[config.mk]
export PLATFORM = sky130hd
export DESIGN_NAME = simple_calculator_flat
export DESIGN_NICKNAME = d
export VERILOG_FILES = /design/src/rtl/calc_pkg.sv /design/src/rtl/simple_calculator_if.sv /design/src/rtl/seg7_decoder.sv /design/src/rtl/simple_calculator.sv /design/src/flat_wrapper.sv
export SDC_FILE = /design/constraint.sdc
export NUM_CORES = 1
export LEC_CHECK = 0
export CAP_MARGIN = 20
export CORE_ASPECT_RATIO = 0.7
export CORE_MARGIN = 8
export CORE_UTILIZATION = 59
export DETAILED_ROUTE_END_ITERATION = 7
export PLACE_DENSITY = 0.84
export RECOVER_POWER = 50
export REMOVE_ABC_BUFFERS = 1
export SLEW_MARGIN = 20
export SYNTH_ARGS = -nofsm -noshare
export SYNTH_HDL_FRONTEND = slang
export SYNTH_SLANG_ARGS = --single-unit
[constraint.sdc]
create_clock -name clk -period 9.31 [get_ports clk]
set_input_delay 1.862 -clock clk [delete_from_list [all_inputs] [get_ports clk]]
set_output_delay 1.862 -clock clk [all_outputs]
set_load 0.005 [all_outputs]
[src/rtl/calc_pkg.sv]
// Shared constants and types for the simple calculator: op codes, segment
// patterns, result width and the binary-to-decimal digit split.
package calc_pkg;

  localparam int RES_W = 6;

  typedef enum logic [1:0] {
    OP_ADD = 2'b00,
    OP_SUB = 2'b01,
    OP_MUL = 2'b10,
    OP_DIV = 2'b11
  } calc_op_e;

  // Active-high segments, bit0 = a ... bit6 = g.
  localparam logic [6:0] SEG_0     = 7'h3F;
  localparam logic [6:0] SEG_1     = 7'h06;
  localparam logic [6:0] SEG_2     = 7'h5B;
  localparam logic [6:0] SEG_3     = 7'h4F;
  localparam logic [6:0] SEG_4     = 7'h66;
  localparam logic [6:0] SEG_5     = 7'h6D;
  localparam logic [6:0] SEG_6     = 7'h7D;
  localparam logic [6:0] SEG_7     = 7'h07;
  localparam logic [6:0] SEG_8     = 7'h7F;
  localparam logic [6:0] SEG_9     = 7'h6F;
  localparam logic [6:0] SEG_BLANK = 7'h00;

  typedef struct packed {
    logic [3:0] tens;
    logic [3:0] units;
  } digits_t;

  // Compare-and-subtract split of a 6-bit value into two decimal digits.
  // The units difference is always 0..9, so a 4-bit result is exact.
  function automatic digits_t bin_to_digits(input logic [RES_W-1:0] val);
    digits_t d;
    logic [RES_W-1:0] base;
    d.tens = 4'd0;
    base   = 6'd0;
    if (val >= 6'd60) begin
      d.tens = 4'd6;
      base   = 6'd60;
    end else if (val >= 6'd50) begin
      d.tens = 4'd5;
      base   = 6'd50;
    end else if (val >= 6'd40) begin
      d.tens = 4'd4;
      base   = 6'd40;
    end else if (val >= 6'd30) begin
      d.tens = 4'd3;
      base   = 6'd30;
    end else if (val >= 6'd20) begin
      d.tens = 4'd2;
      base   = 6'd20;
    end else if (val >= 6'd10) begin
      d.tens = 4'd1;
      base   = 6'd10;
    end
    d.units = 4'(val - base);
    return d;
  endfunction

endpackage

[src/rtl/simple_calculator_if.sv]
// Board-side signal bundle for the calculator: operand/op switches, load and
// display-select buttons, and the two seven-segment digit outputs.
interface simple_calculator_if;
  // load is a level strobe: every rising clk edge that sees load=1 performs
  // one shift-and-store; there is no ready/back-pressure, the store always
  // completes on that edge.
  logic [2:0] a;
  logic [2:0] b;
  logic [1:0] op;
  logic       load;
  logic       addr;
  logic [6:0] sev_seg_1;
  logic [6:0] sev_seg_2;

  modport master (
    output a, b, op, load, addr,
    input  sev_seg_1, sev_seg_2
  );

  modport slave (
    input  a, b, op, load, addr,
    output sev_seg_1, sev_seg_2
  );
endinterface

[src/rtl/seg7_decoder.sv]
// Decimal digit to active-high seven-segment pattern; out-of-range digits blank.
module seg7_decoder
  import calc_pkg::*;
(
  input  logic [3:0] digit,
  output logic [6:0] seg
);

  always_comb begin
    seg = SEG_BLANK;
    unique case (digit)
      4'd0:    seg = SEG_0;
      4'd1:    seg = SEG_1;
      4'd2:    seg = SEG_2;
      4'd3:    seg = SEG_3;
      4'd4:    seg = SEG_4;
      4'd5:    seg = SEG_5;
      4'd6:    seg = SEG_6;
      4'd7:    seg = SEG_7;
      4'd8:    seg = SEG_8;
      4'd9:    seg = SEG_9;
      default: seg = SEG_BLANK;
    endcase
  end

endmodule

[src/rtl/simple_calculator.sv]
// 3-bit add/sub/mul/div unit with a two-entry result history (current and
// previous) shown as two decimal digits on seven-segment displays.
module simple_calculator
  import calc_pkg::*;
(
  input  logic                clk,
  input  logic                rst,
  simple_calculator_if.slave  bus
);

  logic [RES_W-1:0] result;
  logic [RES_W-1:0] mem_cur;
  logic [RES_W-1:0] mem_prev;
  logic [RES_W-1:0] shown;
  logic [RES_W-1:0] a_ext;
  logic [RES_W-1:0] b_ext;
  calc_op_e         op_sel;
  digits_t          digits;

  assign a_ext  = {3'b000, bus.a};
  assign b_ext  = {3'b000, bus.b};
  assign op_sel = calc_op_e'(bus.op);

  // Subtraction clamps at zero rather than wrapping; divide by zero yields zero.
  always_comb begin
    result = '0;
    unique case (op_sel)
      OP_ADD: result = a_ext + b_ext;
      OP_SUB: result = (bus.a >= bus.b) ? (a_ext - b_ext) : '0;
      OP_MUL: result = a_ext * b_ext;
      OP_DIV: result = (bus.b == 3'd0) ? '0 : {3'b000, bus.a / bus.b};
      default: result = '0;
    endcase
  end

  always_ff @(posedge clk or negedge rst) begin
    if (!rst) begin
      mem_cur  <= '0;
      mem_prev <= '0;
    end else if (bus.load) begin
      mem_prev <= mem_cur;
      mem_cur  <= result;
    end
  end

  // Display depends only on stored values, never on the live operands.
  assign shown  = bus.addr ? mem_prev : mem_cur;
  assign digits = bin_to_digits(shown);

  seg7_decoder u_tens (
    .digit (digits.tens),
    .seg   (bus.sev_seg_1)
  );

  seg7_decoder u_units (
    .digit (digits.units),
    .seg   (bus.sev_seg_2)
  );

endmodule

[src/flat_wrapper.sv]
// flat-port wrapper written by rule: the top's interface ports become plain ports
module simple_calculator_flat import calc_pkg::*;
  (clk, rst, bus_a, bus_b, bus_op, bus_load, bus_addr, bus_sev_seg_1, bus_sev_seg_2);
  simple_calculator_if bus_i ();
  input  logic clk;
  input  logic rst;
  input wire logic [$bits(bus_i.a)-1:0] bus_a;
  input wire logic [$bits(bus_i.b)-1:0] bus_b;
  input wire logic [$bits(bus_i.op)-1:0] bus_op;
  input wire logic [$bits(bus_i.load)-1:0] bus_load;
  input wire logic [$bits(bus_i.addr)-1:0] bus_addr;
  output wire logic [$bits(bus_i.sev_seg_1)-1:0] bus_sev_seg_1;
  output wire logic [$bits(bus_i.sev_seg_2)-1:0] bus_sev_seg_2;
  assign bus_i.a = bus_a;
  assign bus_i.b = bus_b;
  assign bus_i.op = bus_op;
  assign bus_i.load = bus_load;
  assign bus_i.addr = bus_addr;
  assign bus_sev_seg_1 = bus_i.sev_seg_1;
  assign bus_sev_seg_2 = bus_i.sev_seg_2;
  simple_calculator u_core (.clk(clk), .rst(rst), .bus(bus_i));
endmodule
==> impl_metrics.json, run 1 <==
{
  "layout_common_cells": "30 x ha_1, 22 x inv_1, 22 x clkdlybuf4s50_1, 20 x a21oi_1, 18 x nor2_1",
  "netlist_area_mm2": 0.00176,
  "cp.required_ns": 7.45,
  "slowest_stage": "clkdlybuf4s50_1",
  "drv_cap": 0,
  "critPathTopFamily": "buffers and inverters",
  "swShare_pct": 40.0,
  "ios": 26,
  "start_util_pct": 62.4,
  "area_growth_pct": 17.6,
  "cellLeakagePower_nw": 0.993,
  "slew_headroom_pct": 50.8,
  "worstHoldPathCells": 1,
  "cts_resized": 0,
  "share_seq_of_total_power_pct": 15.7,
  "hp-class": "flop to flop",
  "fp.dieW_um": 81.3,
  "dr.pass1.iters": 4,
  "postRouteAntennaNets": 0,
  "hold_path_end": "u_core.mem_prev[0]$_DFFE_PN0P_",
  "utilization_pct": 73.3,
  "post_cts_buffers": 0,
  "viasPerCell": 5.86,
  "dieArea_mm2": 0.00502,
  "core_area_mm2": 0.00282,
  "r2r_end": "u_core.mem_prev[3]$_DFFE_PN0P_",
  "wire_per_inst_um": 16.0,
  "htreeDepth": 1,
  "total_power_mw": 0.429,
  "syn_area_per_cell_um2": 8.63,
  "period_share_pct": 89.8,
  "synthDistinctLibCells": 40,
  "dieHeight_um": 61.7,
  "hold_start": "u_core.mem_cur[0]$_DFFE_PN0P_",
  "crit_chain": "clkdlybuf4s50_1 > mux2i_2 > nor2_1 > nand2_1 > o311ai_0 > a21oi_1 > inv_1 > ha_1 > fa_1 > o211a_1 > a211oi_2 > mux2_2 > o31ai_1 > clkdlybuf4s50_1",
  "drv_slew": 0,
  "path_max_fanout": 11,
  "hold_viol": 0,
  "power_density_mw_per_mm2": 207,
  "status": "complete, no violations",
  "place_congestion": 0.938,
  "fin_nets": 275,
  "drive_gt1_share_pct": 10.6,
  "async_reset_ff_share_pct": 100,
  "dp_hpwl_um": 3390,
  "clkPwrFrac_pct": 13.5,
  "critPathBufInv": 3,
  "p_comb_share_pct": 70.8,
  "cts_buffers": 3,
  "max_freq_mhz": 120,
  "final_common_cell": "ha_1",
  "ys_ff_latch": 12,
  "arrival_ns": 6.50,
  "path_common_cell": "clkdlybuf4s50_1",
  "port_buffers": 25,
  "post-place-ws_ns": 1.05,
  "cp-end-kind": "output port",
  "globalRouteOverflowTotal": 0,
  "drt-initial-drc-count": 115,
  "grt_max_degree": 16,
  "p_sw_mw": 0.172,
  "grt_setup_unrepaired": "no",
  "path_class": "input pin to output port",
  "grt_pass1_wl_um": 6890,
  "internal_power_mw": 0.257,
  "final.setup.tns_ns": 0,
  "post-route-min-period_ns": 8.36,
  "wl_um": 4180,
  "fin_ws_ns": 0.947,
  "clockRootBuffer": "clkbuf_8",
  "synthFlopType": "dfrtp_1",
  "vias": 1535,
  "synth_seq_area_share_pct": 17.1,
  "r2r_cells": 1,
  "ir_worst_vdd_mv": 0.204,
  "antenna_found_initial": 0,
  "slowest_delay_ns": 0.83,
  "clock_latency_ns": 0.24,
  "ff2ff_setup_slack_ns": 8.48,
  "syn_inst": 204,
  "antenna_cells": 0,
  "grt_usage_pct": 17.4,
  "postCtsHoldBufs": 0,
  "skew_ns": 0.00347,
  "worst_pin_slew_ns": 0.731,
  "setup_viol": 0,
  "startpoint_type": "input pin",
  "path_depth": 14,
  "cts_tree": "done",
  "synth_warnings": 0,
  "rows": 16,
  "drc": 0,
  "grt_pass1_vias": 1535,
  "cts.clk_slew.worst_paths_ns": 0.05,
  "cts_sinks": 12,
  "synth_edf_count": 0,
  "clk_path_buf_depth": 2,
  "r2r-start": "u_core.mem_cur[3]$_DFFE_PN0P_"
}
## layer usage
layer / track usage, % / share of wire [%]
met5: 0 / 0
met4: 3.04 / 0.45
met3: 4.74 / 5.4
met2: 28.1 / 46
met1: 23.1 / 48
## through the flow
stage          cells  area [um^2]  hold slack, ns
3_3_place_gp     258         2010           0.484
6_report         262         2070           0.512
5_1_grt          262         2070           0.529
3_5_place_dp     258         2010           0.497
4_1_cts          262         2070           0.509
2_1_floorplan    197         1720           0.479
## synthesized netlist by cell type (3+ instances only)
master    number  area (um^2)
mux2_2        12          135
nor2_1        18         67.6
nand2b_1       7         43.8
o211ai_1       4         30.0
dfrtp_1       12          300
nand2_1       14         52.6
ha_1          30          375
mux2i_1        4         40.0
clkbuf_1       5         18.8
o21ai_0        7         35.0
a21boi_0       3         22.5
fa_1           6          120
a21o_1         5         37.5
inv_1         22         82.6
a21oi_1       20          100
## layout make-up
class	instances	area [um^2]
fillers	209	753
inverters	23	87.6
clock buffers	4	55.1
flip-flops and latches	12	300
repair buffers	25	250
well taps	36	45.0
multi-input cells	162	1330
## worst max-delay path by stage
stage | slack (ns) | to | start
6_report | 0.95 | bus_sev_seg_2[0] | bus_addr
3_3_place_gp | 1.30 | bus_sev_seg_2[0] | bus_addr
3_5_place_dp | 1.05 | bus_sev_seg_2[0] | bus_addr
5_1_grt | 0.65 | bus_sev_seg_2[3] | bus_addr
2_1_floorplan | 2.85 | bus_sev_seg_2[3] | bus_addr
4_1_cts | 0.99 | bus_sev_seg_2[0] | bus_addr
## sequential cells by signal, summed over array words and instances (netlist names)
signal           cells
u_core.mem_prev      6
u_core.mem_cur       6
## kinds of logic after synthesis
group           Yosys count  share of synthesized area (%)
mux                      19                           12.4
flops                    12                           17.1
simple gates             48                           12.9
buf+inv                  30                           7.32
xor+xnor                  3                           1.49
fa+ha+maj                36                           28.1
compound gates           56                           20.7
## power by group through the flow
stage                     Sequential [mW]  Clock, mW  Combinational, mW
after CTS                          0.0670     0.0584              0.304
final                              0.0674     0.0580              0.303
after global routing               0.0685     0.0613              0.334
after floorplan                    0.0656          0              0.167
after detailed placement           0.0677          0              0.301
after global placement             0.0670          0              0.287
(Power assumes the default switching activity.)
==> inputs of run 2 (changes only) <==
--- a/config.mk
+++ b/config.mk
@@ -7,7 +7,7 @@
 export LEC_CHECK = 0
 export CAP_MARGIN = 20
 export CORE_ASPECT_RATIO = 0.7
-export CORE_MARGIN = 8
+export CORE_MARGIN = 2
 export CORE_UTILIZATION = 59
 export DETAILED_ROUTE_END_ITERATION = 7
 export PLACE_DENSITY = 0.84
==> impl_metrics.json, run 2 (synthesized netlist as in run 1, its figures left out) <==
{
  "p_comb_share_pct": 72.5,
  "layout_common_cells": "30 x ha_1, 22 x inv_1, 22 x clkdlybuf4s50_1, 20 x a21oi_1, 18 x nor2_1",
  "ir_worst_vdd_mv": 0.210,
  "path_max_fanout": 11,
  "wire_per_inst_um": 14.7,
  "wl_um": 3840,
  "startpoint_type": "input pin",
  "postCtsHoldBufs": 0,
  "hp-class": "flop to flop",
  "dieArea_mm2": 0.00344,
  "core_area_mm2": 0.00282,
  "fin_nets": 275,
  "post-route-min-period_ns": 8.23,
  "final.setup.tns_ns": 0,
  "fp.dieW_um": 69.3,
  "post_cts_buffers": 0,
  "drc": 0,
  "globalRouteOverflowTotal": 0,
  "share_seq_of_total_power_pct": 16.2,
  "grt_pass1_vias": 1490,
  "clock_latency_ns": 0.24,
  "slew_headroom_pct": 48.8,
  "swShare_pct": 40.0,
  "path_class": "input pin to output port",
  "drt-initial-drc-count": 86,
  "drive_gt1_share_pct": 10.2,
  "place_congestion": 0.924,
  "antenna_cells": 0,
  "area_growth_pct": 16.8,
  "p_sw_mw": 0.165,
  "final_common_cell": "ha_1",
  "skew_ns": 0.000175,
  "drv_slew": 0,
  "dr.pass1.iters": 4,
  "arrival_ns": 6.37,
  "internal_power_mw": 0.248,
  "clk_path_buf_depth": 2,
  "cp.required_ns": 7.45,
  "antenna_found_initial": 0,
  "cts_tree": "done",
  "grt_setup_unrepaired": "no",
  "htreeDepth": 1,
  "clkPwrFrac_pct": 11.4,
  "power_density_mw_per_mm2": 201,
  "postRouteAntennaNets": 0,
  "rows": 16,
  "dp_hpwl_um": 3200,
  "max_freq_mhz": 121,
  "cts_buffers": 3,
  "utilization_pct": 72.8,
  "port_buffers": 25,
  "grt_usage_pct": 24.6,
  "viasPerCell": 5.72,
  "cts_resized": 0,
  "cp-end-kind": "output port",
  "period_share_pct": 88.4,
  "cts.clk_slew.worst_paths_ns": 0.05,
  "dpl_cell_area_mm2": 0.00201,
  "ios": 26,
  "status": "complete, no violations",
  "hold_viol": 0,
  "grt_pass1_wl_um": 6800,
  "clockRootBuffer": "clkbuf_8",
  "dieHeight_um": 49.7,
  "drv_cap": 0,
  "vias": 1493,
  "worst_pin_slew_ns": 0.759,
  "setup_viol": 0,
  "cts_sinks": 12,
  "cellLeakagePower_nw": 0.985,
  "grt_max_degree": 16,
  "start_util_pct": 62.4,
  "final_area_mm2": 0.00206,
  "reg_top3": "u_core.mem_cur (6), u_core.mem_prev (6)"
}
[run 2: final timing paths]
path                            cells past startpoint                        endpoint  slack, ns                            from
worst min-delay path                                1  u_core.mem_prev[2]$_DFFE_PN0P_       0.51  u_core.mem_prev[2]$_DFFE_PN0P_
worst min register to register                      1  u_core.mem_prev[2]$_DFFE_PN0P_       0.51  u_core.mem_prev[2]$_DFFE_PN0P_
max in group asynchronous                           1  u_core.mem_prev[3]$_DFFE_PN0P_       6.89                             rst
worst max-delay path                               14                bus_sev_seg_2[3]       1.08                        bus_addr
worst max register to register                      1  u_core.mem_prev[4]$_DFFE_PN0P_       8.51   u_core.mem_cur[4]$_DFFE_PN0P_
min in group asynchronous                           1   u_core.mem_cur[4]$_DFFE_PN0P_       2.06                             rst
[run 2: critical path, stage by stage]
cell and delay, ns:
clkdlybuf4s50_1 0.79, mux2i_2 0.45, nor2_1 0.12, nand2_1 0.09, o311ai_0 0.13, a21oi_1 0.40
inv_1 0.17, ha_1 0.23, fa_1 0.39, o211a_1 0.15, a211oi_2 0.56, mux2_2 0.42
o21ai_1 0.09, clkdlybuf4s50_1 0.52
[run 2: power by group through the flow]
| stage | registers, mW | clock network (mW) | logic [mW] |
|---|---|---|---|
| 2_1_floorplan | 0.0656 | 0 | 0.167 |
| 3_3_place_gp | 0.0669 | 0 | 0.284 |
| 3_5_place_dp | 0.0675 | 0 | 0.297 |
| 4_1_cts | 0.0667 | 0.0480 | 0.300 |
| 5_1_grt | 0.0682 | 0.0499 | 0.335 |
| 6_report | 0.0667 | 0.0470 | 0.299 |
[run 2: area by class of cell]
type                    instances  area (um^2)
clock buffers                   3         41.3
fillers                       219          767
inverters                      23         87.6
multi-input cells             162         1330
flip-flops and latches         12          300
well taps                      36         45.0
repair buffers                 25          250
[run 2: per-stage QoR]
stage / instances / hold WS [ns] / total power, mW / setup slack [ns]
2_1_floorplan: 197 / 0.479 / 0.232 / 2.85
3_3_place_gp: 258 / 0.483 / 0.351 / 1.29
3_5_place_dp: 258 / 0.497 / 0.365 / 1.08
4_1_cts: 261 / 0.509 / 0.414 / 1.08
5_1_grt: 261 / 0.534 / 0.454 / 0.682
6_report: 261 / 0.505 / 0.413 / 1.08
[run 2: layer usage]
| layer | part of all wire (%) | vias to the layer above | track usage [%] |
|---|---|---|---|
| li1 | - | 760 | - |
| met3 | 4.0 | 0 | 5.32 |
| met4 | 0 | 0 | 1.96 |
| met1 | 51 | 709 | 34.8 |
| met2 | 45 | 24 | 40.5 |
| met5 | 0 | - | 0 |
